[src/rtl/gpio_in_pkg.sv]
// Shared constants and types for the gpio_in_port input peripheral.
package gpio_in_pkg;

    localparam logic [1:0] GPIO_IN_DATA = 2'd0;
    localparam logic [1:0] GPIO_IN_EDGE = 2'd1;
    localparam logic [1:0] GPIO_IN_MASK = 2'd2;
    localparam logic [1:0] GPIO_IN_POL  = 2'd3;

    localparam int DB_PRESCALE_W = 16;
    localparam int NUM_PINS      = 8;

    typedef struct packed {
        logic       cs;
        logic       we;
        logic [1:0] addr;
        logic [7:0] din;
    } gpio_in_req_t;

endpackage

[src/rtl/gpio_in_debounce.sv]
// Debounce filter: shared sample-tick prescaler plus a per-pin stable counter.
module gpio_in_debounce
    import gpio_in_pkg::*;
#(
    parameter int NUM_BITS = 8,
    parameter int PRESCALE = 16000,
    parameter int STABLE   = 3
) (
    input  logic                clk,
    input  logic                reset,
    input  logic [NUM_BITS-1:0] sync,
    output logic [NUM_BITS-1:0] lvl
);

    localparam logic [DB_PRESCALE_W-1:0] PRE_MAX = DB_PRESCALE_W'(PRESCALE - 1);
    localparam logic [3:0]               STB_MAX = 4'(STABLE - 1);

    logic [DB_PRESCALE_W-1:0] pre_cnt;
    logic                     tick;

    assign tick = (pre_cnt == PRE_MAX);

    always_ff @(posedge clk) begin
        if (reset)     pre_cnt <= '0;
        else if (tick) pre_cnt <= '0;
        else           pre_cnt <= pre_cnt + 1'b1;
    end

    for (genvar g = 0; g < NUM_BITS; g++) begin : g_bit
        logic [3:0] stb_cnt;
        logic       lvl_q;

        // The counter holds how many earlier ticks already disagreed, so the
        // level flips on the STABLE-th consecutive differing tick.
        always_ff @(posedge clk) begin
            if (reset) begin
                stb_cnt <= '0;
                lvl_q   <= 1'b0;
            end else if (tick) begin
                if (sync[g] == lvl_q) begin
                    stb_cnt <= '0;
                end else if (stb_cnt == STB_MAX) begin
                    lvl_q   <= sync[g];
                    stb_cnt <= '0;
                end else begin
                    stb_cnt <= stb_cnt + 1'b1;
                end
            end
        end

        assign lvl[g] = lvl_q;
    end

endmodule

[src/rtl/gpio_in_port.sv]
// CPU-bus GPIO input port: sync, optional debounce (GPIO_IN_DEBOUNCE_EN),
// edge detect into W1C sticky flags, maskable level interrupt.
module gpio_in_port
    import gpio_in_pkg::*;
#(
    parameter int DB_PRESCALE = 16000,
    parameter int DB_STABLE   = 3
) (
    input  logic       clk,
    input  logic       reset,
    input  logic       cs,
    input  logic       we,
    input  logic [1:0] addr,
    input  logic [7:0] din,
    output logic [7:0] dout,
    input  logic [7:0] gpio_i,
    output logic       irq
);

    if (DB_PRESCALE < 2 || DB_PRESCALE > 65535 || DB_STABLE < 2 || DB_STABLE > 15) begin : g_bad_param
        $error("gpio_in_port: DB_PRESCALE or DB_STABLE out of range");
    end

    gpio_in_req_t              req;
    logic [1:0][NUM_PINS-1:0]  sync_pipe;
    logic [NUM_PINS-1:0]       sync, lvl, lvl_d;
    logic [NUM_PINS-1:0]       rise, fall, ev, clr;
    logic [NUM_PINS-1:0]       edge_q, mask_q, pol_q;
    logic [NUM_PINS-1:0]       rd_data;
    logic                      wr_en, rd_en;

    assign req   = '{cs: cs, we: we, addr: addr, din: din};
    assign wr_en = req.cs & req.we;
    assign rd_en = req.cs & ~req.we;

    always_ff @(posedge clk) begin
        if (reset) sync_pipe <= '0;
        else       sync_pipe <= {sync_pipe[0], gpio_i};
    end
    assign sync = sync_pipe[1];

`ifdef GPIO_IN_DEBOUNCE_EN
    gpio_in_debounce #(
        .NUM_BITS (NUM_PINS),
        .PRESCALE (DB_PRESCALE),
        .STABLE   (DB_STABLE)
    ) u_debounce (
        .clk   (clk),
        .reset (reset),
        .sync  (sync),
        .lvl   (lvl)
    );
`else
    assign lvl = sync;
`endif

    // Events come only from level transitions, so rewriting POL never fires one.
    assign rise = lvl & ~lvl_d;
    assign fall = ~lvl & lvl_d;
    assign ev   = (pol_q & fall) | (~pol_q & rise);
    assign clr  = (wr_en && req.addr == GPIO_IN_EDGE) ? req.din : '0;

    always_comb begin
        rd_data = lvl;
        case (req.addr)
            GPIO_IN_EDGE: rd_data = edge_q;
            GPIO_IN_MASK: rd_data = mask_q;
            GPIO_IN_POL:  rd_data = pol_q;
            default:      rd_data = lvl;
        endcase
    end

    always_ff @(posedge clk) begin
        if (reset) begin
            lvl_d  <= '0;
            edge_q <= '0;
            mask_q <= '0;
            pol_q  <= '0;
            dout   <= '0;
            irq    <= 1'b0;
        end else begin
            lvl_d  <= lvl;
            edge_q <= (edge_q & ~clr) | ev;
            irq    <= |(edge_q & mask_q);
            if (wr_en && req.addr == GPIO_IN_MASK) mask_q <= req.din;
            if (wr_en && req.addr == GPIO_IN_POL)  pol_q  <= req.din;
            if (rd_en) dout <= rd_data;
        end
    end

endmodule
[config.mk]
export PLATFORM = sky130hd
export DESIGN_NAME = gpio_in_port
export DESIGN_NICKNAME = d
export VERILOG_FILES = /design/src/rtl/gpio_in_pkg.sv /design/src/rtl/gpio_in_debounce.sv /design/src/rtl/gpio_in_port.sv
export SDC_FILE = /design/constraint.sdc
export NUM_CORES = 1
export LEC_CHECK = 0
export ABC_AREA = 1
export CAP_MARGIN = 20
export CORE_ASPECT_RATIO = 0.6
export CORE_UTILIZATION = 58
export CTS_BUF_LIST = sky130_fd_sc_hd__clkbuf_16
export CTS_CLUSTER_DIAMETER = 200
export CTS_CLUSTER_SIZE = 12
export DETAILED_ROUTE_END_ITERATION = 10
export PLACE_DENSITY = 0.87
export SLEW_MARGIN = 5
export SYNTH_ARGS = -nofsm -noshare
export SYNTH_HDL_FRONTEND = slang
export SYNTH_SLANG_ARGS = --single-unit
[constraint.sdc]
create_clock -name clk -period 1.6 [get_ports clk]
set_input_delay 0.16 -clock clk [delete_from_list [all_inputs] [get_ports clk]]
set_output_delay 0.16 -clock clk [all_outputs]
set_load 0.005 [all_outputs]
Yosys cells after proc, flatten, opt, wreduce, memory -nomap -nowiden
Index checks and enable logic that the tools add are counted.
Widths: inputs -> output; s select.
- add/sub/neg operators: 0
- $mul: 0
- divide/modulo/power cells: 0
- $lt $le $gt $ge: 0
- eq/ne operators: 3
- shift operators: 0
- multiplexer cells: 2
- bitwise gates (word level): 15
- reductions and logical operators: 4
- operator list (cell ; number):
    $and 8x8->8 ; 6
    $not 8->8 ; 4
    $pmux 8 s3 ; 1
    $or 8x8->8 ; 2
    $mux 8 ; 1
    $reduce_or 8->1 ; 1
    $eq 2x2->1 const B ; 2
    $logic_and 1x1->1 ; 3
    $and 1x1->1 ; 2
    $eq 2x1->1 const B ; 1
    $not 1->1 ; 1
- flip-flop bits (word level): 57
- bits in latches: 0
- memory bits (writable): 0
- memory bits (read-only): 0
- bits of input ports: 22
- word-level logic and storage cells: 32
- memories: 0

Logic depth before layout (Yosys ltp)
- word-level depth: 6
- mapped depth: 7

Worst setup path after synthesis
Ideal clock, no wire load.
- path kind: input to register
- start point: input addr[0]
- end point: register dout[3]
- library setup time: 0.128 ns
- arrival: 0.793 ns
- setup slack: 0.679 ns
- cell stages on the path: 5
- buffers on the path: 1
- cells stage by stage: buf_6 -> nor2_1 -> a21oi_1 -> nand2_1 -> a21oi_1
- word-level cells in the longest chain between the ends: 2
- ends and longest elaborated chain (what ; RTL line ; source):
    start, declared ; gpio_in_port.sv:13 ; input logic [1:0] addr,
    $eq 2x2->1 or $eq 2x1->1 (tied branches) ; gpio_in_port.sv:65 ; case (req.addr)
    $pmux 8 s3 (*) ; gpio_in_port.sv:65 ;
    end signal, assigned ; gpio_in_port.sv:87 ; if (rd_en) dout <= rd_data;
    end, declared ; gpio_in_port.sv:15 ; output logic [7:0] dout,
Mark *: on every way between the ends. The rest lies on a longest branch, timed or not.
A chain may end at the register's enable or synchronous reset.

Worst setup path in the final report
- start point: input addr[0]
- end point: register dout[5]
Same word-level chain as after synthesis.

==> flow_summary.ini <==
[floorplan]
ios = 31
die_area_um2 = 4190
die_width_um = 82.9
die_height_um = 50.6
core_um2 = 3720
initial_core_util_pct = 61.2
rows = 17

[clock_network]
cts_tree = yes
post_cts_buffers = 0
clk_pin_slew_ps = 50
post_cts_resized = 0
h-tree-depth = 3
clock-sinks = 57
postCtsHoldBufs = 0
clock_path_buffers = 2
cts_buffers = 9
clock_latency_ps = 330
root_buffer = clkbuf_16

[drt]
drtIter0Drc = 196
drc = 0
detail-route-antenna-nets = 0
viasPerCell = 5.51
num_vias = 2275
drtPass1Iterations = 5
post_drt_wl_per_cell_um = 14.4
drt_wl_total_mm = 5.96

[synth]
synth_cells = 312
synthTopCellsByArea = dfxtp_1 50%, nand2_1 12%, a21oi_1 8.3%, nand3_1 7.2%, inv_1 6.4%
synth_area_um2 = 2280
ys_async_sr_fraction_pct = 0
synth.net_count = 334
synth_top_flop_cell = dfxtp_1
avgSynthCellArea_um2 = 7.30
synth_area_leader_cell = dfxtp_1
synth.distinct_cells = 18
yosysSeqAreaShare_pct = 50.1
synth-edff-count = 0
ys_ff_latch = 57
synth_commonest_cells = 75 x nand2_1, 57 x dfxtp_1, 39 x inv_1
yosysWarnings = 0
synth_top_area_share_pct = 50.1
post-synth-top-count-cell = nand2_1

[worst_setup_path]
crit_fanout = 7
r2r-start = lvl[5]
cp.arrival_ps = 1680
cp-start-kind = input port
critical_path.reg2reg.endpoint = dout[5]
worst_r2r_path_depth = 4
crit_type = in -> reg
end_kind = flip-flop
worstPathRequired_ps = 1860
regToRegSetupSlack_ps = 690

[placed_design]
port_buffers = 30
post_dp_cell_area_um2 = 2700
dp_cells = 397
gp_congestion = 0.925
hpwl_mm = 3.77

[hold_path]
hp-class = in -> reg
min-delay-start = reset
worstHoldPathCells = 2
min_to = sync_pipe[7]

[cells_and_area]
post-route-util_pct = 81.6
stdcell_count = 413
area_delta_synth_final_pct = 33.4
diodes = 0
drive_gt1_share_pct = 10.7
final_nets = 383
design_area_um2 = 3040

[sta]
setup_violations = 0
maxSlewViolCount = 0
hold_viol = 0
rsz0062_at_grt = no
worst_pin_slew_ps = 467
fin_crit_sh_pct = 89.0
maxClockFrequency_mhz = 702
max_slew_margin_pct = 68.9
final.setup_skew_ps = 3.74
min_period_ps = 1420

[status]
status = finished, final reports clean

[power]
p_leak_nw = 1.25
power.density_nw_per_um2 = 1290
peakVddDrop_mv = 1.14

[run]
drv_cap = 0

[grt]
grt_max_degree = 26
grt_pass1_wl_mm = 9.89
grt-ovfl-total = 0
grt_pass1_vias = 2181
grtUsageTotal_pct = 31.6
antenna_found_initial = 0
metrics by stage:
| step | TNS (ps) | total power [mW] | setup WS (ps) | hold WS (ps) |
|---|---|---|---|---|
| floorplan | 0 | 1.67 | 679 | 267 |
| CTS | 0 | 3.93 | 105 | 264 |
| finish | 0 | 3.93 | 175 | 269 |
| global placement | -725 | 1.79 | -122 | 389 |
| global route | 0 | 4.04 | 75.9 | 287 |
| detailed placement | -1170 | 1.80 | -175 | 394 |
state kept, by name, summed over array words and instances, names as in the netlist:
register   count
mask_q         8
edge_q         8
sync_pipe      8
lvl_d          8
dout           8
irq            1
pol_q          8
lvl            8
routing by layer:
| metal | GRT usage (%) | vias to the layer above | part of all wire [%] |
|---|---|---|---|
| met3 | 13.0 | 17 | 8.6 |
| met1 | 37.7 | 1066 | 43 |
| met5 | 0 | - | 0 |
| met4 | 13.8 | 0 | 2.1 |
| li1 | - | 1091 | - |
| met2 | 51.0 | 101 | 46 |
power by group:
group	internal [mW]	switching (mW)	total, mW	leakage (nW)
combinational	0.131	0.156	0.287	0.616
clock	1.50	0.637	2.14	0.164
sequential	1.47	0.0317	1.51	0.466
final cells by class:
class | count | area [um2]
clock buffer | 9 | 225
clock inverter | 7 | 110
fill | 238 | 683
inverter | 42 | 158
multi-input combinational | 204 | 923
sequential | 57 | 1140
tap | 47 | 58.8
timing repair buffer | 47 | 423
logic make-up after synthesis:
family                 Yosys count  share of synthesized area (%)
AO/OA/AOI/OAI                   53                           12.4
buffers and inverters           51                           9.50
flip-flops                      57                           50.1
AND/OR/NAND/NOR                151                           28.0
placed cells by master, fill, tap and decap left out:
cell type / count
buf_4: 17
nand2_1: 75
clkinv_2: 1
nand4_1: 3
inv_2: 3
o21bai_1: 7
nor2_4: 1
o21ai_0: 8
clkinvlp_4: 1
inv_1: 40
clkbuf_16: 9
nor2_2: 2
clkinv_1: 1
bufinv_16: 3
nor3_4: 1
buf_2: 1
dfxtp_1: 57
nor2_1: 36
a21oi_1: 38
clkdlybuf4s50_1: 29
nand3_1: 33
critical path, cell delays in order:
cell	delay, ps
clkdlybuf4s50_1	680
nand2_1	180
inv_1	240
nand2_1	90
nand3_1	120
nand2_1	70
a21oi_1	140
how the worst max path moves through the flow:
stage / from / end / slack (ps) / depth (start not counted)
after global routing: addr[0] / dout[5] / 80 / 7
after detailed placement: addr[0] / dout[7] / -170 / 5
after floorplan: addr[0] / dout[3] / 680 / 5
final: addr[0] / dout[5] / 180 / 7
after global placement: addr[0] / dout[7] / -120 / 5
after CTS: addr[0] / dout[5] / 110 / 5
Note: power is estimated with default switching activity, not from simulation.
